<file path="config.mk">
export PLATFORM = sky130hd
export DESIGN_NAME = addsub_sequencer
export DESIGN_NICKNAME = d
export VERILOG_FILES = /design/src/rtl/addsub_defs.sv /design/src/rtl/addsub_nibble.sv /design/src/rtl/addsub_sequencer.sv
export SDC_FILE = /design/constraint.sdc
export NUM_CORES = 1
export LEC_CHECK = 0
export BUFFER_PORTS_ARGS = -buffer_cell sky130_fd_sc_hd__buf_2
export CORE_ASPECT_RATIO = 0.75
export CORE_MARGIN = 3
export CORE_UTILIZATION = 53
export DETAILED_ROUTE_END_ITERATION = 6
export PLACE_DENSITY = 0.83
export SYNTH_ARGS = -nofsm -noshare
export SYNTH_HDL_FRONTEND = slang
export SYNTH_SLANG_ARGS = --single-unit
</file>
<file path="constraint.sdc">
create_clock -name clk -period 3.08 [get_ports clk]
set_input_delay 0.308 -clock clk [delete_from_list [all_inputs] [get_ports clk]]
set_output_delay 0.308 -clock clk [all_outputs]
set_load 0.05 [all_outputs]
</file>
<file path="src/rtl/addsub_defs.sv">
// Shared definitions for the nibble-serial add/subtract sequencer.
package addsub_defs;

   localparam int unsigned NIBBLE_W = 4;

   typedef enum logic [1:0] {
      ST_IDLE = 2'd0,
      ST_RUN  = 2'd1,
      ST_DONE = 2'd2
   } state_e;

endpackage : addsub_defs

</file>
<file path="src/rtl/addsub_nibble.sv">
// One 4-bit add/subtract slice; time-shared across cycles by the sequencer.
module addsub_nibble
   import addsub_defs::*;
(
   input  logic [NIBBLE_W-1:0] a,
   input  logic [NIBBLE_W-1:0] b,
   input  logic                sub,
   input  logic                ci,
   output logic [NIBBLE_W-1:0] s,
   output logic                co
);

   logic [NIBBLE_W-1:0] w_b_eff;
   logic [NIBBLE_W:0]   w_sum;

   // Subtract is a + ~b + 1; the +1 arrives through the initial carry.
   always_comb begin
      w_b_eff = b ^ {NIBBLE_W{sub}};
      w_sum   = (NIBBLE_W+1)'(a) + (NIBBLE_W+1)'(w_b_eff) + (NIBBLE_W+1)'(ci);
   end

   assign s  = w_sum[NIBBLE_W-1:0];
   assign co = w_sum[NIBBLE_W];

endmodule : addsub_nibble

</file>
<file path="src/rtl/addsub_sequencer.sv">
// Nibble-serial adder/subtractor: one 4-bit slice per cycle, LSB nibble first.
module addsub_sequencer
   import addsub_defs::*;
#(
   parameter int unsigned NIBBLES = 4
)
(
   input  logic                          clk,
   input  logic                          rst,
   input  logic                          start,
   input  logic                          sub,
   input  logic [NIBBLES*NIBBLE_W-1:0]   op_a,
   input  logic [NIBBLES*NIBBLE_W-1:0]   op_b,
   output logic                          busy,
   output logic                          done,
   output logic [NIBBLES*NIBBLE_W-1:0]   result,
   output logic                          cout,
   output logic                          ovf
);

   localparam int unsigned W        = NIBBLES * NIBBLE_W;
   localparam int unsigned IDX_W    = (NIBBLES > 1) ? $clog2(NIBBLES) : 1;
   localparam logic [IDX_W-1:0] LAST_IDX = IDX_W'(NIBBLES - 1);

   state_e              r_state;
   logic [W-1:0]        r_a;
   logic [W-1:0]        r_b;
   logic                r_sub;
   logic                r_carry;
   logic [IDX_W-1:0]    r_idx;

   logic [NIBBLE_W-1:0] w_a_n;
   logic [NIBBLE_W-1:0] w_b_n;
   logic [NIBBLE_W-1:0] w_s;
   logic                w_co;
   logic                w_b_msb;
   logic                w_ovf;

   // Select the current nibble of each latched operand.
   assign w_a_n = r_a[r_idx*NIBBLE_W +: NIBBLE_W];
   assign w_b_n = r_b[r_idx*NIBBLE_W +: NIBBLE_W];

   addsub_nibble u_nibble (
      .a   (w_a_n),
      .b   (w_b_n),
      .sub (r_sub),
      .ci  (r_carry),
      .s   (w_s),
      .co  (w_co)
   );

   // Signed overflow, evaluated while the MSB nibble is in the slice.
   assign w_b_msb = r_b[W-1] ^ r_sub;
   assign w_ovf   = (r_a[W-1] == w_b_msb) && (w_s[NIBBLE_W-1] != r_a[W-1]);

   // Control FSM with registered outputs; reset overrides everything.
   always_ff @(posedge clk) begin
      if (rst) begin
         r_state <= ST_IDLE;
         r_a     <= '0;
         r_b     <= '0;
         r_sub   <= 1'b0;
         r_carry <= 1'b0;
         r_idx   <= '0;
         busy    <= 1'b0;
         done    <= 1'b0;
         result  <= '0;
         cout    <= 1'b0;
         ovf     <= 1'b0;
      end else begin
         done <= 1'b0;
         case (r_state)
            ST_IDLE: begin
               if (start) begin
                  r_a     <= op_a;
                  r_b     <= op_b;
                  r_sub   <= sub;
                  r_carry <= sub;
                  r_idx   <= '0;
                  busy    <= 1'b1;
                  r_state <= ST_RUN;
               end
            end
            ST_RUN: begin
               result[r_idx*NIBBLE_W +: NIBBLE_W] <= w_s;
               r_carry <= w_co;
               if (r_idx == LAST_IDX) begin
                  cout    <= w_co;
                  ovf     <= w_ovf;
                  done    <= 1'b1;
                  r_state <= ST_DONE;
               end else begin
                  r_idx <= r_idx + IDX_W'(1);
               end
            end
            ST_DONE: begin
               busy    <= 1'b0;
               r_state <= ST_IDLE;
            end
            default: begin
               r_state <= ST_IDLE;
            end
         endcase
      end
   end

endmodule : addsub_sequencer

</file>
# Word-level counts from Yosys, hierarchy flattened
# Cells that the tools add are included.
# word_totals
register_bits	58
latch_bits	0
ram_bits	0
rom_bits	0
input_bits	36
out_inout_bits	20
word_cells	53
mem_count	0
# op_classes
add_sub_neg	4
n_mul	0
n_div	0
n_lt_le_gt_ge	0
n_eq_ne	8
shifts	4
n_mux	12
n_bitwise	3
reduce_logical	11
# ops
operator	count
$neg 4->34	1
$shift 4x34->16 const A	1
$shiftx 4x34->16	1
$shiftx 16x5->4	2
$bwmux 16	1
$reduce_and 2->1	5
$mux 2	4
$pmux 2 s2	2
$ne 2x2->1 const B	3
$add 4x4->5	1
$add 5x1->5	1
$eq 2x2->1 const B	2
$pmux 1 s2	2
$reduce_bool 2->1	2
$xor 4x4->4	1
$mux 1	3
$reduce_and 3->1	1
$add 2x1->2 const B	1
$eq 2x1->1 const B	1
$logic_not 2->1	1
$reduce_or 2->1	1
$eq 1x1->1	1
$logic_and 1x1->1	1
$ne 1x1->1	1
2 further kinds	2

# Longest topological paths before layout
# depth
depth_word	6
depth_mapped	9
ltp_nobuf	8

# By module
# Synthesis repeated with hierarchy kept, for this count alone.
# hier_totals
hier_cells	295
area_unflattened_um2	2847.7
# modules_own_cells
mod	instances	cells_each	area_per_inst_um2	seq_area_each_um2
addsub_sequencer	1	276	2672.6	1161.1
addsub_nibble	1	19	175.2	0.0

# Worst setup path after synthesis
# OpenSTA, ideal clock, no wires.
# synth_timing
kind	reg2reg
startpoint	reg r_idx[0]
endpoint	reg ovf
t_arrival_ns	2.745
slack_ns	0.256
stages_incl_launch_ff	9
synth_period_minus_slack_ns	2.824
cell_sequence	dfxtp_1 > buf_2 > mux4_2 > xor2_1 > ha_1 > and3b_4 > or4_1 > o211a_1 > a211oi_2
# synth_between
elab_chain_len	6
# synth_rtl
item	line_no	source
start, declared	addsub_sequencer.sv:30	logic [IDX_W-1:0] r_idx;
start signal, assigned	addsub_sequencer.sv:93	r_idx <= r_idx + IDX_W'(1);
$shiftx 16x5->4	addsub_sequencer.sv:41	assign w_b_n = r_b[r_idx*NIBBLE_W +: NIBBLE_W];
$xor 4x4->4	addsub_nibble.sv:18	w_b_eff = b ^ {NIBBLE_W{sub}};
$add 4x4->5	addsub_nibble.sv:19	w_sum = (NIBBLE_W+1)'(a) + (NIBBLE_W+1)'(w_b_eff) + (NIBBLE_W+1)'(ci);
$add 5x1->5	addsub_nibble.sv:19	
$ne 1x1->1	addsub_sequencer.sv:54	assign w_ovf = (r_a[W-1] == w_b_msb) && (w_s[NIBBLE_W-1] != r_a[W-1]);
$logic_and 1x1->1	addsub_sequencer.sv:54	
end signal, assigned	addsub_sequencer.sv:89	ovf <= w_ovf;
end, declared	addsub_sequencer.sv:18	output logic ovf
# Several ways; a longest one is shown, not always the timed one.
# A chain may end at the register's enable or synchronous reset.

# Worst setup path in the final report
# Same ends and word-level chain as after synthesis.

==> results.py <==
metrics = {
    "synth": {
        "synth_cell_types": 36,
        "ys_warn_count": 0,
        "synth_enable_flop_cells": 0,
        "synth_fp_nets": 330,
        "synthCells": 283,
        "synth_top_area_share": 0.456,
        "synth-seq-area-share": 0.456,
        "synth_ff_type": "dfxtp_1",
        "mappedNetlistArea_um2": 2550,
        "synth_seq_cells": 58,
        "synthTopCellsByArea": "dfxtp_1 46%, nand2_1 11%, a21oi_1 7.1%",
        "syn_avg_cell_area_um2": 9.00,
        "synth_area_leader_cell": "dfxtp_1",
        "synthArstFlopShare": 0,
    },
    "floorplan": {
        "pin_count": 56,
        "die_w_um": 86.1,
        "die_h_um": 66.0,
        "rows": 21,
        "die_area_um2": 5680,
        "initial_core_util": 0.560,
        "design.core.area_um2": 4550,
    },
    "power_and_ir_drop": {
        "vdd_drop_max_uv": 299,
        "finalPower_mw": 1.66,
        "leakage_nw": 1.32,
        "p_per_area_nw_per_um2": 546,
    },
    "global_route": {
        "grt_pass1_vias": 1973,
        "grtUsageTotal": 0.207,
        "grt_overflow": 0,
        "grt_max_degree": 59,
        "grt_pass1_wl_um": 8910,
        "antenna_found_initial": 0,
    },
    "clock_tree": {
        "cts.sinks": 58,
        "insertion_delay_ps": 340,
        "clkTransAtPathRegs_ps": 60,
        "cts-resized-gates": 0,
        "cts_root_buffer": "clkbuf_8",
        "cts_hold_buf": 0,
        "clock_path_buffers": 2,
        "cts_made_buffers": 9,
        "cts_tree": "built",
        "cts_setup_buffers": 0,
        "htree_num_levels": 3,
    },
    "critical_path": {
        "max_stage_delay_ps": 560,
        "critPathTopFamily": "simple AND/OR/NAND/NOR gates",
        "critPathCaptureType": "flop",
        "worstPathRequired_ps": 3330,
        "r2r_slack_ps": 290,
        "reg2reg_from": "r_idx[0]",
        "critPathKind": "reg -> reg",
        "cp-start-kind": "flop",
        "worst-path-buf-inv": 0,
        "path_cells": "mux4_2 -> xor2_1 -> ha_1 -> and3b_4 -> or4_1 -> o211a_1 -> a211oi_2",
        "arrival_ps": 3040,
        "reg2reg_to": "ovf",
        "ff2ff_path_depth": 7,
        "cp_max_fo": 6,
        "critPathSlowestCell": "mux4_2",
    },
    "detailed_routing": {
        "wl_per_cell_um": 13.6,
        "antenna_left": 0,
        "vias": 2126,
        "drt_iter0_markers": 121,
        "drc": 0,
        "drt_wl_total_um": 5420,
        "routed_via_density": 5.33,
        "first_pass_iters": 4,
    },
    "cells_and_area": {
        "n_antenna_cell": 0,
        "mostFrequentLayoutCells": "73 x nand2_1, 58 x dfxtp_1, 55 x buf_2",
        "fill_cells": 404,
        "fin_nets": 385,
        "drive_gt1_frac": 0.254,
        "synthToLayoutAreaGrowth_pct": 19.3,
        "mostFrequentLayoutCell": "nand2_1",
    },
    "timing": {
        "relSlewSlack": 0.333,
        "fin_skew_ps": 5.47,
        "rsz0062_at_grt": "false",
        "fin_tns_setup_ps": 0,
        "worstMarginPinSlew_ps": 1000,
        "final-setup-viol-count": 0,
        "hold_viol_final": 0,
        "maxSlewViolCount": 0,
        "fin_crit_ps": 2790,
        "timing.final.crit_share": 0.907,
        "max_clock_freq_mhz": 358,
    },
    "status": {
        "status": "complete, no violations",
    },
    "worst_hold_path": {
        "hold_end": "r_a[4]",
        "min_from": "op_a[4]",
        "hold_path_class": "in -> reg",
        "min_delay_path_depth": 3,
    },
    "place": {
        "gp_congestion": 0.810,
        "hpwlAfterDp_um": 3890,
        "io_buffers": 55,
    },
    "job": {
        "max_cap_viol_count": 0,
    },
}
==> state kept, by name, summed over array words and instances, names as in the netlist <==
name     flops
busy         1
r_carry      1
result      16
r_state      2
r_a         16
done         1
cout         1
r_b         16
ovf          1
r_idx        2
r_sub        1
==> layout make-up <==
| class | instances | area [um2] | area share |
|---|---|---|---|
| multi-input cells | 202 | 1300 | 0.427 |
| repair buffers | 60 | 313 | 0.103 |
| inverters | 7 | 26.3 | 0.00865 |
| flip-flops and latches | 58 | 1160 | 0.382 |
| clock buffers | 12 | 155 | 0.0511 |
| well taps | 57 | 71.3 | 0.0235 |
| clock inverters | 3 | 15.0 | 0.00494 |
==> per-layer routing <==
metal / vias to the layer above / routed length [um] / track usage
li1: 1083 / - / -
met1: 959 / 2500 / 0.257
met2: 74 / 2440 / 0.315
met3: 10 / 381 / 0.0946
met4: 0 / 104 / 0.0791
met5: - / 0 / 0
==> where the power goes <==
part | switching [mW] | total [mW] | internal (mW) | leakage (nW)
Sequential | 0.0248 | 0.811 | 0.786 | 0.474
Clock | 0.276 | 0.603 | 0.327 | 0.0920
Combinational | 0.148 | 0.247 | 0.0984 | 0.754
==> synth_stat cells (2+ instances only) <==
cell,instances
ha_1,9
nand3b_1,2
nor2b_1,4
xor2_1,4
a211oi_1,4
a32oi_1,4
buf_2,2
buf_1,2
xnor2_1,2
nor2_1,23
inv_1,7
a21o_1,2
mux4_2,8
clkbuf_1,11
a22oi_1,13
fa_1,2
dfxtp_1,58
a21oi_1,36
nand2_1,73
==> per-stage QoR <==
step	std cells	instance area, um2	hold slack [ps]	worst slack [ps]	utilization
global placement	384	2870	443	386	0.631
finish	399	3040	204	288	0.668
CTS	399	3040	190	291	0.668
detailed placement	384	2870	448	329	0.631
global route	399	3040	185	117	0.668
floorplan	283	2550	433	256	-
==> worst max-delay path by stage <==
stage / start / endpoint / slack [ps] / depth (start not counted)
floorplan: r_idx[0] / ovf / 260 / 8
global route: r_idx[0] / result[14] / 120 / 8
detailed placement: r_idx[0] / ovf / 330 / 7
global placement: r_idx[0] / ovf / 390 / 7
finish: r_idx[0] / ovf / 290 / 7
CTS: r_idx[0] / ovf / 290 / 7
==> worst register-to-register path: stages (launching register included) <==
cell and delay, ps:
dfxtp_1 520, mux4_2 560, xor2_1 150, ha_1 360, and3b_4 220, or4_1 540, o211a_1 160, a211oi_2 200
==> logic make-up after synthesis <==
logic type,synth area share
and+or+nand+nor,0.204
AOI/OAI and AO/OA,0.151
DFF,0.456
buffers and inverters,0.0378
adders and majority gates,0.0599
muxes,0.0707
xor gates and xnor gates,0.0206
(Power assumes the default switching activity.)
